**config.mk**
```make
export PLATFORM = sky130hd
export DESIGN_NAME = lsu_mem_master
export DESIGN_NICKNAME = d
export VERILOG_FILES = /design/src/rtl/lsu_mem_master.sv
export SDC_FILE = /design/constraint.sdc
export NUM_CORES = 1
export LEC_CHECK = 0
export BUFFER_PORTS_ARGS = -buffer_cell sky130_fd_sc_hd__buf_2
export CORE_MARGIN = 2
export CORE_UTILIZATION = 35
export CTS_CLUSTER_DIAMETER = 40
export DETAILED_ROUTE_END_ITERATION = 7
export HOLD_SLACK_MARGIN = 0.08
export PLACE_DENSITY_LB_ADDON = 0.12
export SLEW_MARGIN = 20
export SYNTH_ARGS = -nofsm -noshare
export SYNTH_HDL_FRONTEND = slang
export SYNTH_SLANG_ARGS = --single-unit
```
**constraint.sdc**
```tcl
create_clock -name clk -period 3.75 [get_ports clk]
set_clock_uncertainty 0.15 [all_clocks]
set_input_delay 0 -clock clk [delete_from_list [all_inputs] [get_ports clk]]
set_output_delay 0 -clock clk [all_outputs]
set_load 0.02 [all_outputs]
```
**src/rtl/lsu_mem_master.sv**
```systemverilog
// ============================================================================
// lsu_mem_master : load/store initiator between execute and data memory.
//                  Optional LSU_TIMEOUT_EN adds an ADDR/DATA watchdog.
// Revision: 1.0
// ============================================================================
`default_nettype none

module lsu_mem_master #(
   parameter int ADDR_WIDTH     = 32,
   parameter int DATA_WIDTH     = 32,
   parameter int TIMEOUT_CYCLES = 255
) (
   input  logic                  clk,
   input  logic                  rst_n,
   input  logic                  req_valid,
   output logic                  req_ready,
   input  logic                  req_we,
   input  logic [1:0]            req_format,
   input  logic                  req_unsigned,
   input  logic [ADDR_WIDTH-1:0] req_addr,
   input  logic [DATA_WIDTH-1:0] req_wdata,
   output logic                  resp_valid,
   input  logic                  resp_ready,
   output logic [DATA_WIDTH-1:0] resp_rdata,
   output logic                  resp_err,
   output logic                  mem_valid,
   input  logic                  mem_ready,
   output logic                  mem_we,
   output logic [ADDR_WIDTH-1:0] mem_addr,
   output logic [3:0]            mem_wmask,
   output logic [DATA_WIDTH-1:0] mem_wdata,
   input  logic                  mem_resp_valid,
   input  logic [DATA_WIDTH-1:0] mem_rdata
);

   typedef enum logic [1:0] {
      S_IDLE = 2'd0,
      S_ADDR = 2'd1,
      S_DATA = 2'd2,
      S_RESP = 2'd3
   } state_t;

   state_t                  state_q, state_d;
   logic                    we_q, we_d;
   logic [1:0]              fmt_q, fmt_d;
   logic                    uns_q, uns_d;
   logic [1:0]              off_q, off_d;
   logic [ADDR_WIDTH-1:0]   addr_q, addr_d;
   logic [3:0]              wmask_q, wmask_d;
   logic [DATA_WIDTH-1:0]   wdata_q, wdata_d;
   logic [DATA_WIDTH-1:0]   rdata_q, rdata_d;
   logic                    err_q, err_d;

   logic                    w_accept;
   logic                    w_misaligned;
   logic [3:0]              w_lane_mask;

`ifdef LSU_TIMEOUT_EN
   localparam int TMO_W = ($clog2(TIMEOUT_CYCLES + 1) > 8) ? $clog2(TIMEOUT_CYCLES + 1) : 8;
   localparam logic [TMO_W-1:0] C_TMO_LIMIT = TMO_W'(TIMEOUT_CYCLES);
   logic [TMO_W-1:0]        cnt_q, cnt_d;
`endif

   function automatic logic [DATA_WIDTH-1:0] extract_load(
      input logic [DATA_WIDTH-1:0] raw,
      input logic [1:0]            off,
      input logic [1:0]            fmt,
      input logic                  uns
   );
      logic [DATA_WIDTH-1:0] sh;
      sh = raw >> {off, 3'b000};
      case (fmt)
         2'b00:   extract_load = {{(DATA_WIDTH-8){~uns & sh[7]}}, sh[7:0]};
         2'b01:   extract_load = {{(DATA_WIDTH-16){~uns & sh[15]}}, sh[15:0]};
         default: extract_load = raw;
      endcase
   endfunction

   assign w_accept = req_valid & req_ready;

   always_comb begin
      w_misaligned = 1'b0;
      w_lane_mask  = 4'b1111;
      case (req_format)
         2'b00: w_lane_mask = 4'b0001 << req_addr[1:0];
         2'b01: begin
            w_lane_mask  = 4'b0011 << req_addr[1:0];
            w_misaligned = req_addr[0];
         end
         default: w_misaligned = |req_addr[1:0];
      endcase
   end

   always_comb begin
      state_d = state_q;
      we_d    = we_q;
      fmt_d   = fmt_q;
      uns_d   = uns_q;
      off_d   = off_q;
      addr_d  = addr_q;
      wmask_d = wmask_q;
      wdata_d = wdata_q;
      rdata_d = rdata_q;
      err_d   = err_q;
`ifdef LSU_TIMEOUT_EN
      cnt_d   = cnt_q;
`endif
      case (state_q)
         S_IDLE: begin
            if (w_accept) begin
               we_d    = req_we;
               fmt_d   = req_format;
               uns_d   = req_unsigned;
               off_d   = req_addr[1:0];
               addr_d  = {req_addr[ADDR_WIDTH-1:2], 2'b00};
               wmask_d = req_we ? w_lane_mask : 4'b0000;
               wdata_d = req_wdata << {req_addr[1:0], 3'b000};
               rdata_d = '0;
               err_d   = w_misaligned;
               state_d = w_misaligned ? S_RESP : S_ADDR;
`ifdef LSU_TIMEOUT_EN
               cnt_d   = '0;
`endif
            end
         end
         S_ADDR: begin
            if (mem_ready) state_d = S_DATA;
         end
         S_DATA: begin
            if (mem_resp_valid) begin
               rdata_d = we_q ? '0 : extract_load(mem_rdata, off_q, fmt_q, uns_q);
               state_d = S_RESP;
            end
         end
         default: begin
            if (resp_ready) state_d = S_IDLE;
         end
      endcase
`ifdef LSU_TIMEOUT_EN
      // A completion arriving on the expiry edge still wins over the watchdog.
      if (state_q == S_ADDR || state_q == S_DATA) begin
         cnt_d = cnt_q + TMO_W'(1);
         if (cnt_d == C_TMO_LIMIT && !(state_q == S_DATA && mem_resp_valid)) begin
            state_d = S_RESP;
            err_d   = 1'b1;
            rdata_d = '0;
         end
      end
`endif
   end

   always_ff @(posedge clk) begin
      if (!rst_n) begin
         state_q <= S_IDLE;
         we_q    <= 1'b0;
         fmt_q   <= 2'b00;
         uns_q   <= 1'b0;
         off_q   <= 2'b00;
         addr_q  <= '0;
         wmask_q <= 4'b0000;
         wdata_q <= '0;
         rdata_q <= '0;
         err_q   <= 1'b0;
`ifdef LSU_TIMEOUT_EN
         cnt_q   <= '0;
`endif
      end else begin
         state_q <= state_d;
         we_q    <= we_d;
         fmt_q   <= fmt_d;
         uns_q   <= uns_d;
         off_q   <= off_d;
         addr_q  <= addr_d;
         wmask_q <= wmask_d;
         wdata_q <= wdata_d;
         rdata_q <= rdata_d;
         err_q   <= err_d;
`ifdef LSU_TIMEOUT_EN
         cnt_q   <= cnt_d;
`endif
      end
   end

   // Reset is synchronous, so outputs are also masked while rst_n is low.
   assign req_ready  = rst_n & (state_q == S_IDLE);
   assign mem_valid  = rst_n & (state_q == S_ADDR);
   assign resp_valid = rst_n & (state_q == S_RESP);
   assign mem_we     = rst_n & we_q;
   assign mem_addr   = rst_n ? addr_q  : '0;
   assign mem_wmask  = rst_n ? wmask_q : 4'b0000;
   assign mem_wdata  = rst_n ? wdata_q : '0;
   assign resp_rdata = rst_n ? rdata_q : '0;
   assign resp_err   = rst_n & err_q;

endmodule

`default_nettype wire

```
* Word-level counts from Yosys, hierarchy flattened
Cells that the tools add are included.
** Cells by class
- Reduce and logical (&&, ||, !) cells :: 9
- Shift operators :: 4
- Bitwise gates (word level) :: 9
- Mux-type cells :: 18
- Eq/ne operators :: 8
** Operators by type and width (count)
- 32-bit two-way mux :: 6
- 32-bit one-hot mux with 2 select lines :: 2
- 32-bit by 5-bit left shift with 32-bit output :: 1
- 32-bit by 5-bit >> shifter with 16-bit output :: 1
- 2-bit two-way mux :: 5
- 1-bit bitwise AND :: 8
- 4-bit two-way mux :: 2
- 4-bit one-hot mux with 2 select lines :: 1
- 2-bit by 1-bit == test with 1-bit output, second input constant :: 3
- 2-bit logical NOT :: 3
- 2-bit != test, second input constant :: 3
- 2-bit one-hot mux with 3 select lines :: 1
- 2-bit == test, second input constant :: 2
- 4-bit AND reduction :: 1
- 4-bit nonzero test :: 1
- 1-bit by 2-bit left shift with 4-bit output, first input constant :: 1
- 2-bit by 2-bit left shift with 4-bit output, first input constant :: 1
- 3-bit AND reduction :: 1
- 1-bit one-hot mux with 2 select lines :: 1
- 2-bit AND reduction :: 1
- 2-bit nonzero test :: 1
- 2-bit OR reduction :: 1
- 1-bit NOT :: 1
** Storage, ports and cells
- Output and inout bits :: 105
- Word-level logic and storage cells :: 58
- Register bits :: 107
- Input bits :: 106

* Logic depth before layout (Yosys ltp)
Gate-level depths: netlist (run 1).
- Depth after elaboration :: 6
- Mapped depth :: 9
- Gate-level depth less buffers :: 6

* Worst setup path after synthesis (run 1)
OpenSTA, ideal clock, no wires.
- Path type :: flip-flop to flip-flop
- Start point :: register state_q[0]
- End point :: register rdata_q[22]
- Cell stages (with the launch flop) :: 9
- Setup time :: 0.123 ns
- Path buffers :: 3
- Required time :: 3.477 ns
- Period minus slack after synthesis :: 2.087 ns
- Data arrival time :: 1.814 ns
- Slack :: 1.663 ns
- Cells stage by stage :: dfxtp_1 inv_1 ha_1 buf_2 a21boi_1 or3_1 clkbuf_1 buf_2 a221o_2
** On the way
- Longest elaborated chain between the ends :: 5
- Elaborated cells on any way between the ends :: 9
- Classes of those cells :: 3 x eq/ne; 1 x mux; 2 x bitwise; 3 x reduce/logical
** Ends and longest elaborated chain
- from (decl) :: RTL line 43 : state_t state_q, state_d;
- from (signal assigned) :: RTL line 168 : state_q <= state_d;
- 2-bit logical NOT :: RTL line 108, 185
- 1-bit bitwise AND :: RTL line 185 : assign req_ready = rst_n & (state_q == S_IDLE);
- 1-bit bitwise AND :: RTL line 79 : assign w_accept = req_valid & req_ready;
- 2-bit != test (no source line)
- 3-bit AND reduction (no source line)
- to (signal assigned) :: RTL line 176 : rdata_q <= rdata_d;
- to (decl) :: RTL line 51 : logic [DATA_WIDTH-1:0] rdata_q, rdata_d;
Parallel ways exist; a longest one is shown, timed or not.
A chain may end at the register's enable or synchronous reset.

* Worst setup path after layout (run 1)
- Start point :: input req_addr[0]
- End point :: register wdata_q[30]
** On the way
- Longest elaborated chain between the ends :: 1
** Ends and longest elaborated chain
- from (decl) :: RTL line 20 : input logic [ADDR_WIDTH-1:0] req_addr,
- 32-bit by 5-bit left shift with 32-bit output :: RTL line 117 : wdata_d = req_wdata << {req_addr[1:0], 3'b000};
- to (signal assigned) :: RTL line 175 : wdata_q <= wdata_d;
- to (decl) :: RTL line 50 : logic [DATA_WIDTH-1:0] wdata_q, wdata_d;
No other way between the ends.

==> results.md, run 1 <==
- Vias: 5,735
- Post_cts resized: 0
- GRT Total Usage: 0.213
- Yosys reg bits: roughly 110
- Cells on worst reg2reg path: 8
- Share of the synthesized area in the top cell type: 0.396
- Final setup margin: between 0.5 and 0.6 ns
- Worst flop-to-flop path startpoint: state_q[1]$_SDFFE_PN0P_
- Via-to-Cell Ratio: around 5.0
- Synth area leaders: dfxtp_1 (40%), and2_1 (13%), nand2_1 (9.9%)
- CP peak stage delay: 0.61 ns
- Average size of a mapped cell: roughly 8.2 um2
- Initial antenna violation count: 1
- Worst vdd ir: 0.000317 V
- Pin count of the biggest net entering global routing: between 100 and 150
- Placed insts: 1,010
- Die width: ~130 um
- First-pass GRT wire length: 27,800 um
- CTS tree: built
- Routability cong.: 0.843
- Input/output buffers: 208
- DRC: 0
- R2R Path End: wdata_q[30]$_SDFFE_PN0P_
- Starting DRC count in detailed routing: about 300
- Number of filler cells placed in the layout: about 1,400
- Critical Path End Type: flop
- FFs w/ async S/R, synth: 0
- Layout area overhead: 48.8%
- Clk_lat worst skew: 0.35 ns
- Min-delay worst type: in -> reg
- Startpoint types: input pin
- Count leader, synth: nand2_1
- Actual transition at the worst max-transition pin: between 1 and 1.5 ns
- Routed WL: between 15,000 and 20,000 um
- Worst rel slew slack: 0.331
- Setup TNS Final: 0 ns
- Share of cells above drive strength 1: 0.268
- Total power: around 0.0034 W
- Final Max Slew Viols: 0
- Root buf cell: clkbuf_16
- Hold Vio Cnt, Final: 0
- Max-cap check violation count: 0
- Post-synth EDFFs: 0
- Htree depth: 3
- Die Span Y: 128 um
- Leak Pwr: between 3 and 4 nW
- Dpl hpwl: 11,500 um
- Reg2Reg Setup Slack: around 0.63 ns
- Die area: 0.0165 mm2
- Delay-heaviest family, CP: buffers and inverters
- Final min period: 3.21 ns
- Fin crit share: 0.856
- Worst EP required: 3.84 ns
- Num CTS Buffers: 9
- Antenna viol nets, final: 0
- Yosys warns: 0
- Hold slack: about 0.08 ns
- Cell Rows: 45
- Distinct cells, synth: 45
- Ports: 211
- Cell Area, Synth: ~0.0054 mm2
- Dpl ws: approximately 1.2 ns
- Buf/Inv on CP: 5
- Sink of the worst hold path: rdata_q[14]$_SDFFE_PN0P_
- Initial Utilization: 0.357
- Worst min-delay path startpoint: mem_resp_valid
- Clk sink count: 107
- DRT Pass-1 Iters: 5
- Core area: between 0.015 and 0.02 mm2
- Maximum clock frequency: 0.312 GHz
- Max Buffers Root-to-Sink: 2
- Status: finished clean
- Crit-path max FO: 31
- RSZ-0062 raised after global routing: no
- Final Net Count: roughly 1,100
- Commonest cells in the netlist: nand2_1 (143), and2_1 (109), dfxtp_1 (107)
- Clock-pin transition on the worst setup and hold timing paths: 0.07 ns
- Crit path cell chain: dlygate4sd3_1, buf_2, mux2i_1, dlygate4sd3_1, o2bb2ai_1, dlygate4sd3_1, nand2_1, o21ai_0, dlygate4sd3_1
- CP Class: in -> reg
- Post-synth top area cell: dfxtp_1
- Seq/Total Area, Yosys: 0.396
- Ys flop type: dfxtp_1
- Layout Cells excl Fill: 1,152
- Vias in the first global route: ~5,600
- Critical Path AT: ~3.3 ns
- CP most frequent cell: dlygate4sd3_1
- PwrDens: approximately 420 mW/mm2
- Cells after Synth: approximately 660
- Final setup fails: 0
- Grt ovf: 0
- Crit-path slowest cell: buf_2
- Hold depth: 5
- WL/cell: about 15 um
==> flip-flops by register name (all words and copies together), names as in the netlist <==
register  flops
fmt_q         2
err_q         1
uns_q         1
wmask_q       4
rdata_q      32
we_q          1
wdata_q      32
state_q       2
off_q         2
addr_q       30
==> through the flow <==
step                      instance area (um2)   util
after floorplan                          5410      -
after global placement                   6510  0.430
after detailed placement                 6510  0.430
after CTS                                8040  0.531
after global routing                     8040  0.531
final                                    8050  0.531
==> layout make-up <==
| type | instances | area, um2 | share of cell area |
|---|---|---|---|
| multi-input cells | 494 | 3020 | 0.375 |
| repair buffers | 341 | 2350 | 0.293 |
| flip-flops and latches | 107 | 2140 | 0.266 |
| well taps | 188 | 235 | 0.0292 |
| clock buffers | 9 | 225 | 0.0280 |
| clock inverters | 7 | 51.3 | 0.00638 |
| inverters | 5 | 18.8 | 0.00233 |
| diodes | 1 | 2.50 | 0.000311 |
==> where the power goes <==
part / leakage [nW] / switching (W) / internal [W]
Clock: 0.132 / 0.000447 / 0.000454
Sequential: 0.871 / 0.0000565 / 0.00128
Combinational: 2.87 / 0.000704 / 0.000479
==> tightest hold or removal path: cells and delay by family <==
kind,cells,cell delay (ns)
simple gates,4,0.42
buf+inv,1,0.11
==> what timing repair did <==
item | in CTS | in global routing
hold buffers | 125 | 0
endpoints found under the hold margin | 106 | 0
buffers inserted | 0 | 0
==> layout by cell type, fill, tap and decap left out, types with 5 or more instances in the layout <==
cell,n
and2_1,109
dfxtp_1,107
a221oi_1,6
inv_1,5
nor2b_1,17
dlygate4sd3_1,125
a21oi_1,12
buf_2,207
o31ai_1,6
mux2_2,10
o22ai_1,7
nor3_1,16
buf_4,9
a21boi_0,7
nand3_1,11
nor2_1,25
mux2i_1,29
o21ai_0,19
a22oi_1,7
a221o_2,10
o211ai_1,7
a221o_1,7
nand2_1,143
a22o_1,15
clkbuf_16,9
==> logic make-up after synthesis <==
kind of cell	after synthesis	share of synthesized area
other cells	1	0.000694
fa+ha+maj	4	0.00926
flops	107	0.396
simple gates	336	0.307
compound gates	112	0.157
mux	40	0.0787
buf+inv	62	0.0514
==> routing by layer <==
layer / share of wire / track usage / vias to the layer above
met5: 0 / 0 / -
met1: 0.44 / 0.266 / 2630
met4: 0.028 / 0.0873 / 0
li1: - / - / 2838
met3: 0.068 / 0.0576 / 41
met2: 0.46 / 0.346 / 226
==> worst max-delay path by stage <==
stage,startpoint,cells after the start,to
CTS,state_q[1]$_SDFFE_PN0P_,8,wdata_q[30]$_SDFFE_PN0P_
finish,req_addr[0],9,wdata_q[30]$_SDFFE_PN0P_
global route,state_q[1]$_SDFFE_PN0P_,8,wdata_q[30]$_SDFFE_PN0P_
global placement,state_q[0]$_SDFFE_PN0P_,5,rdata_q[17]$_SDFFE_PN0P_
detailed placement,state_q[0]$_SDFFE_PN0P_,5,rdata_q[20]$_SDFFE_PN0P_
floorplan,state_q[0]$_SDFFE_PN0P_,8,rdata_q[22]$_SDFFE_PN0P_
Note: power is estimated with default switching activity, not from simulation.
==> run 2: changes to the inputs <==
--- a/config.mk
+++ b/config.mk
@@ -11,6 +11,7 @@
 export CTS_CLUSTER_DIAMETER = 40
 export DETAILED_ROUTE_END_ITERATION = 7
 export HOLD_SLACK_MARGIN = 0.08
+export MAX_ROUTING_LAYER = met4
 export PLACE_DENSITY_LB_ADDON = 0.12
 export SLEW_MARGIN = 20
 export SYNTH_ARGS = -nofsm -noshare
==> run 2 against run 1 <==
  * Critical endpoint is now wdata_q[26]$_SDFFE_PN0P_
  * Total power increased by 2.8%
  * Non-clock buffer count fell by 2
  * Fmax is 0.77% higher
  * Via count fell by 0.35%
  * Setup slack better by 0.024 ns
  * Critical path type is now reg -> reg
==> results.md, run 2 (synthesis results as in run 1) <==
- Buf/Inv on CP: 3 (was 5)
- Via-to-Cell Ratio: 4.96 (was 4.98)
- Sink of the worst hold path: rdata_q[14]$_SDFFE_PN0P_ (unchanged)
- Final Net Count: 1,066 (was 1,068)
- Cells on worst reg2reg path: 8 (unchanged)
- Most frequent cells in the layout: buf_2 (207), nand2_1 (143), dlygate4sd3_1 (123) (was buf_2 (207), nand2_1 (143), dlygate4sd3_1 (125))
- Status: finished clean (unchanged)
- Cell Rows: 45 (unchanged)
- Core area: 0.0151 mm2 (unchanged)
- Final setup fails: 0 (unchanged)
- Die area: 0.0165 mm2 (unchanged)
- Actual transition at the worst max-transition pin: 0.917 ns (was 1.00 ns)
- FF/Latch Area: 0.00214 mm2 (unchanged)
- Clk sink count: 107 (unchanged)
- Final min period: 3.19 ns (was 3.21 ns)
- Starting DRC count in detailed routing: 423 (was 299)
- Post_cts resized: 0 (unchanged)
- DRC: 0 (unchanged)
- First-pass GRT wire length: 28,100 um (was 27,800 um)
- Startpoint types: flop (was input pin)
- Number of filler cells placed in the layout: 1,418 (was 1,401)
- Share of cells above drive strength 1: 0.268 (about the same)
- Setup TNS Final: 0 ns (unchanged)
- Die Span Y: 128 um (unchanged)
- Hold Vio Cnt, Final: 0 (unchanged)
- Min-delay worst type: in -> reg (unchanged)
- Crit-path slowest cell: dlygate4sd3_1 (was buf_2)
- Hold depth: 5 (unchanged)
- CP Class: reg -> reg (was in -> reg)
- Htree depth: 3 (unchanged)
- Final core utilization: 0.533 (was 0.531)
- CTS tree: built (unchanged)
- RSZ-0062 raised after global routing: no (unchanged)
- Grt ovf: 0 (unchanged)
- Pin count of the biggest net entering global routing: 107 (was 127)
- Antenna viol nets, final: 0 (unchanged)
- Root buf cell: clkbuf_16 (unchanged)
- Initial antenna violation count: 3 (was 1)
- Layout area overhead: 49.4% (was 48.8%)
- Commonest non-fill, non-tap cell in the layout: buf_2 (unchanged)
- Dpl hpwl: 11,500 um (about the same)
- Critical Path End Type: flop (unchanged)
- Crit path cell chain: inv_1, ha_1, nand3_4, o2bb2ai_1, dlygate4sd3_1, nand2_1, o21ai_0, dlygate4sd3_1 (was dlygate4sd3_1, buf_2, mux2i_1, dlygate4sd3_1, o2bb2ai_1, dlygate4sd3_1, nand2_1, o21ai_0, dlygate4sd3_1)
- Worst vdd ir: 0.000329 V (was 0.000317 V)
- Clock-pin transition on the worst setup and hold timing paths: 0.07 ns (about the same)
- PwrDens: 435 mW/mm2 (was 425 mW/mm2)
- Reg2Reg Setup Slack: 0.56 ns (was 0.63 ns)
- Max Buffers Root-to-Sink: 2 (unchanged)
- Routability cong.: 0.857 (was 0.843)
- Delay-heaviest family, CP: buffers and inverters (unchanged)
- CP most frequent cell: dlygate4sd3_1 (unchanged)
- Total power: 0.00351 W (was 0.00342 W)
- Worst min-delay path startpoint: mem_resp_valid (unchanged)
- Clk_lat worst skew: 0.35 ns (about the same)
- DRT Pass-1 Iters: 5 (unchanged)
- Biggest registers after layout: rdata_q: 32 flops, wdata_q: 32 flops, addr_q: 30 flops (unchanged)
- Fin crit share: 0.850 (was 0.856)
- Leak Pwr: 3.89 nW (was 3.88 nW)
- Vias in the first global route: 5,540 (was 5,589)
- Multi-input logic area: 0.00302 mm2 (unchanged)
- Worst rel slew slack: 0.387 (was 0.331)
- GRT Total Usage: 0.221 (was 0.213)
- CP peak stage delay: 0.57 ns (was 0.61 ns)
- Input/output buffers: 208 (unchanged)
- Initial Utilization: 0.357 (unchanged)
- WP depth: 8 (was 9)
- Routed WL: 17,700 um (was 17,800 um)
- Vias: 5,715 (was 5,735)
- Worst EP required: 3.84 ns (about the same)
- Maximum clock frequency: 0.314 GHz (was 0.312 GHz)
- Die width: 128 um (unchanged)
- Crit-path max FO: 54 (was 31)
- Worst flop-to-flop path startpoint: state_q[1]$_SDFFE_PN0P_ (unchanged)
- WL/cell: 15.4 um (was 15.5 um)
- Max-cap check violation count: 0 (unchanged)
- Num CTS Buffers: 9 (unchanged)
- R2R Path End: wdata_q[26]$_SDFFE_PN0P_ (was wdata_q[30]$_SDFFE_PN0P_)
- Critical Path AT: 3.28 ns (was 3.30 ns)
- Final Max Slew Viols: 0 (unchanged)
- Ports: 211 (unchanged)
==> run 2: worst reg2reg max path: stages (launching register included) <==
cell	delay [ns]
dfxtp_1	0.35
inv_1	0.09
ha_1	0.38
nand3_4	0.54
o2bb2ai_1	0.31
dlygate4sd3_1	0.56
nand2_1	0.06
o21ai_0	0.08
dlygate4sd3_1	0.57
==> run 2: repair_timing <==
item / 4_1_cts / 5_1_grt
buffers inserted: 0 / 0
hold buffers: 123 / 0
endpoints found under the hold margin: 107 / 0
setup endpoints to repair: 0 / 0
==> run 2: worst max-delay path by stage <==
stage,start,endpoint,slack [ns]
2_1_floorplan,state_q[0]$_SDFFE_PN0P_,rdata_q[22]$_SDFFE_PN0P_,1.66
3_3_place_gp,state_q[0]$_SDFFE_PN0P_,rdata_q[17]$_SDFFE_PN0P_,1.25
3_5_place_dp,state_q[0]$_SDFFE_PN0P_,rdata_q[9]$_SDFFE_PN0P_,1.14
4_1_cts,state_q[0]$_SDFFE_PN0P_,wdata_q[26]$_SDFFE_PN0P_,0.61
5_1_grt,state_q[1]$_SDFFE_PN0P_,wdata_q[26]$_SDFFE_PN0P_,0.29
6_report,state_q[1]$_SDFFE_PN0P_,wdata_q[26]$_SDFFE_PN0P_,0.56
==> run 2: area by class of cell <==
type | count | area share
antenna | 3 | 0.000930
clock buffer | 12 | 0.0330
clock inverter | 4 | 0.00682
inverter | 5 | 0.00232
multi-input combinational | 494 | 0.374
sequential | 107 | 0.265
tap | 188 | 0.0291
timing repair buffer | 339 | 0.289
==> run 2: report_power, final <==
part	leakage, nW	internal (W)	switching [W]	total, W
registers	0.871	0.00128	0.0000568	0.00133
clock network	0.156	0.000578	0.000440	0.00102
logic	2.86	0.000467	0.000694	0.00116
==> run 2: metrics by stage <==
stage | setup WS (ns) | cell area (um2) | hold WS (ns) | instances
after detailed placement | 1.14 | 6510 | 0.0355 | 1010
after global placement | 1.25 | 6510 | 0.0313 | 1010
final | 0.564 | 8080 | 0.102 | 1152
after CTS | 0.606 | 8060 | 0.109 | 1149
after global routing | 0.293 | 8080 | 0.124 | 1152
after floorplan | 1.66 | 5410 | -0.0511 | 663
==> run 2: layer usage <==
metal  GRT usage  vias to the layer above  share of wire
li1            -                     2840              -
met1       0.281                     2600           0.45
met2       0.340                      237           0.45
met3      0.0518                       38          0.068
met4      0.0873                        0          0.028
met5           -                        -              0
==> run 3: changes to the inputs <==
==> constraint.sdc (replaced) <==
create_clock -name clk -period 3 [get_ports clk]
set_clock_uncertainty 0.15 [all_clocks]
set_input_delay 0 -clock clk [delete_from_list [all_inputs] [get_ports clk]]
set_output_delay 0 -clock clk [all_outputs]
set_load 0.02 [all_outputs]
==> run 3 against run 2 <==
  * Core utilization shrank 0.44 points
  * Sequential share of layout area grew 0.22 points
  * Die area is the same
  * Largest power group unchanged
  * Sequential power grew 26%
  * Final cell count shrank 0.52%
  * Final area shrank 0.82%
  * Combinational power grew 28%
  * Non-clock buffer count shrank 4
  * Largest cell class unchanged
  * Wire length shrank 2.3%
  * Highest routed layer unchanged
  * Via count shrank 0.44%
  * Global-route usage shrank 0.78 points
  * Register-to-register slack lost 0.24 ns
==> results.md, run 3 (synthesis results as in run 1) <==
- Num CTS Buffers: 9 (unchanged)
- Via-to-Cell Ratio: 4.97 (was 4.96)
- Critical Path End Type: flop (unchanged)
- Status: finished clean (unchanged)
- Cell Rows: 45 (unchanged)
- Vias: 5,690 (was 5,715)
- RSZ-0062 raised after global routing: no (unchanged)
- Input/output buffers: 208 (unchanged)
- Worst rel slew slack: 0.492 (was 0.387)
- Pin count of the biggest net entering global routing: 77 (was 107)
- Leak Pwr: 3.87 nW (was 3.89 nW)
- Ports: 211 (unchanged)
- Vias in the first global route: 5,502 (was 5,540)
- Grt ovf: 0 (unchanged)
- Cells on worst reg2reg path: 7 (was 8)
- Antenna viol nets, final: 0 (unchanged)
- PwrDens: 542 mW/mm2 (was 435 mW/mm2)
- Hold depth: 3 (was 5)
- Routability cong.: 0.860 (was 0.857)
- Biggest registers after layout: rdata_q: 32 flops, wdata_q: 32 flops, addr_q: 30 flops (unchanged)
- FF/Latch Area: 0.00214 mm2 (unchanged)
- Multi-input logic area: 0.00301 mm2 (was 0.00302 mm2)
- Actual transition at the worst max-transition pin: 0.762 ns (was 0.917 ns)
- Initial Utilization: 0.357 (unchanged)
- Core area: 0.0151 mm2 (unchanged)
- Clk sink count: 107 (unchanged)
- Clk_lat worst skew: 0.35 ns (about the same)
- Critical Path AT: 2.76 ns (was 3.28 ns)
- Max Buffers Root-to-Sink: 2 (unchanged)
- GRT Total Usage: 0.213 (was 0.221)
- Final setup margin: 0.324 ns (was 0.564 ns)
- Fin crit share: 0.892 (was 0.850)
- Share of cells above drive strength 1: 0.271 (was 0.268)
- Clock-pin transition on the worst setup and hold timing paths: 0.07 ns (about the same)
- Maximum clock frequency: 0.374 GHz (was 0.314 GHz)
- Layout area overhead: 48.2% (was 49.4%)
- Final setup fails: 0 (unchanged)
- DRT Pass-1 Iters: 5 (unchanged)
- Number of filler cells placed in the layout: 1,378 (was 1,418)
- DRC: 0 (unchanged)
- Starting DRC count in detailed routing: 352 (was 423)
- Hold Vio Cnt, Final: 0 (unchanged)
- Htree depth: 3 (unchanged)
- Die Span Y: 128 um (unchanged)
- First-pass GRT wire length: 27,400 um (was 28,100 um)
- Max-cap check violation count: 0 (unchanged)
- Commonest non-fill, non-tap cell in the layout: buf_2 (unchanged)
- Min-delay worst type: in -> reg (unchanged)
- Routed WL: 17,300 um (was 17,700 um)
- CTS tree: built (unchanged)
- Initial antenna violation count: 1 (was 3)
- Final min period: 2.68 ns (was 3.19 ns)
- Final Net Count: 1,062 (was 1,066)
- WL/cell: 15.1 um (was 15.4 um)
- Die area: 0.0165 mm2 (unchanged)
- Die width: 128 um (unchanged)
- CP Class: reg -> reg (unchanged)
- Setup TNS Final: 0 ns (unchanged)
- Final Max Slew Viols: 0 (unchanged)
- Root buf cell: clkbuf_16 (unchanged)
- Startpoint types: flop (unchanged)
- Crit-path max FO: 54 (unchanged)
- Worst EP required: 3.09 ns (was 3.84 ns)
- Worst vdd ir: 0.000337 V (was 0.000329 V)
- Dpl ws: 0.309 ns (was 1.14 ns)
- Most frequent cells in the layout: buf_2 (207), nand2_1 (143), dlygate4sd3_1 (117) (was buf_2 (207), nand2_1 (143), dlygate4sd3_1 (123))
- Dpl hpwl: 11,500 um (about the same)
-- run 3: critical path, cell delays in order (launching register included) --
cell           delay [ns]
dfxtp_1              0.35
inv_1                0.09
ha_1                 0.39
nand3_4              0.57
o2bb2ai_1            0.30
nand2_1              0.06
o21ai_0              0.08
dlygate4sd3_1        0.56
-- run 3: final timing paths --
path                             from                  endpoint  slack [ns]
max           state_q[0]$_SDFFE_PN0P_  wdata_q[26]$_SDFFE_PN0P_        0.32
min                       req_addr[0]     off_q[0]$_SDFFE_PN0P_         0.1
max reg2reg   state_q[0]$_SDFFE_PN0P_  wdata_q[26]$_SDFFE_PN0P_        0.32
min reg2reg  wdata_q[31]$_SDFFE_PN0P_  wdata_q[31]$_SDFFE_PN0P_        0.31
-- run 3: stage by stage --
stage | util | cells | hold slack [ns] | area [um2] | total power (W)
global route | 0.529 | 1146 | 0.127 | 8010 | 0.00461
finish | 0.529 | 1146 | 0.0992 | 8010 | 0.00434
floorplan | - | 663 | -0.0511 | 5410 | 0.00260
CTS | 0.529 | 1145 | 0.0848 | 8010 | 0.00437
global placement | 0.432 | 1012 | 0.0312 | 6540 | 0.00297
detailed placement | 0.432 | 1012 | 0.0363 | 6540 | 0.00301
-- run 3: routing by layer --
| metal | track usage | share of wire | vias to the layer above |
|---|---|---|---|
| li1 | - | - | 2826 |
| met1 | 0.269 | 0.46 | 2621 |
| met2 | 0.334 | 0.45 | 210 |
| met3 | 0.0451 | 0.067 | 33 |
| met4 | 0.0834 | 0.025 | 0 |
| met5 | - | 0 | - |
-- run 3: timing repair --
item                                    in CTS  in global routing
buffers inserted                             0                  0
gates resized for setup                      0                  1
endpoints found under the hold margin      106                  0
endpoints found under the setup margin       0                  1
hold buffers                               117                  0
-- run 3: cell type report --
class / instances / area share
diodes: 1 / 0.000312
clock buffers: 12 / 0.0333
clock inverters: 4 / 0.00391
inverters: 5 / 0.00234
multi-input cells: 494 / 0.376
flip-flops and latches: 107 / 0.267
well taps: 188 / 0.0294
repair buffers: 335 / 0.287
-- run 3: report_power, final --
| group | switching (W) | internal, W | total (W) |
|---|---|---|---|
| clock network | 0.000545 | 0.000638 | 0.00118 |
| registers | 0.0000722 | 0.00160 | 0.00167 |
| logic | 0.000881 | 0.000607 | 0.00149 |
| total | 0.00150 | 0.00284 | 0.00434 |
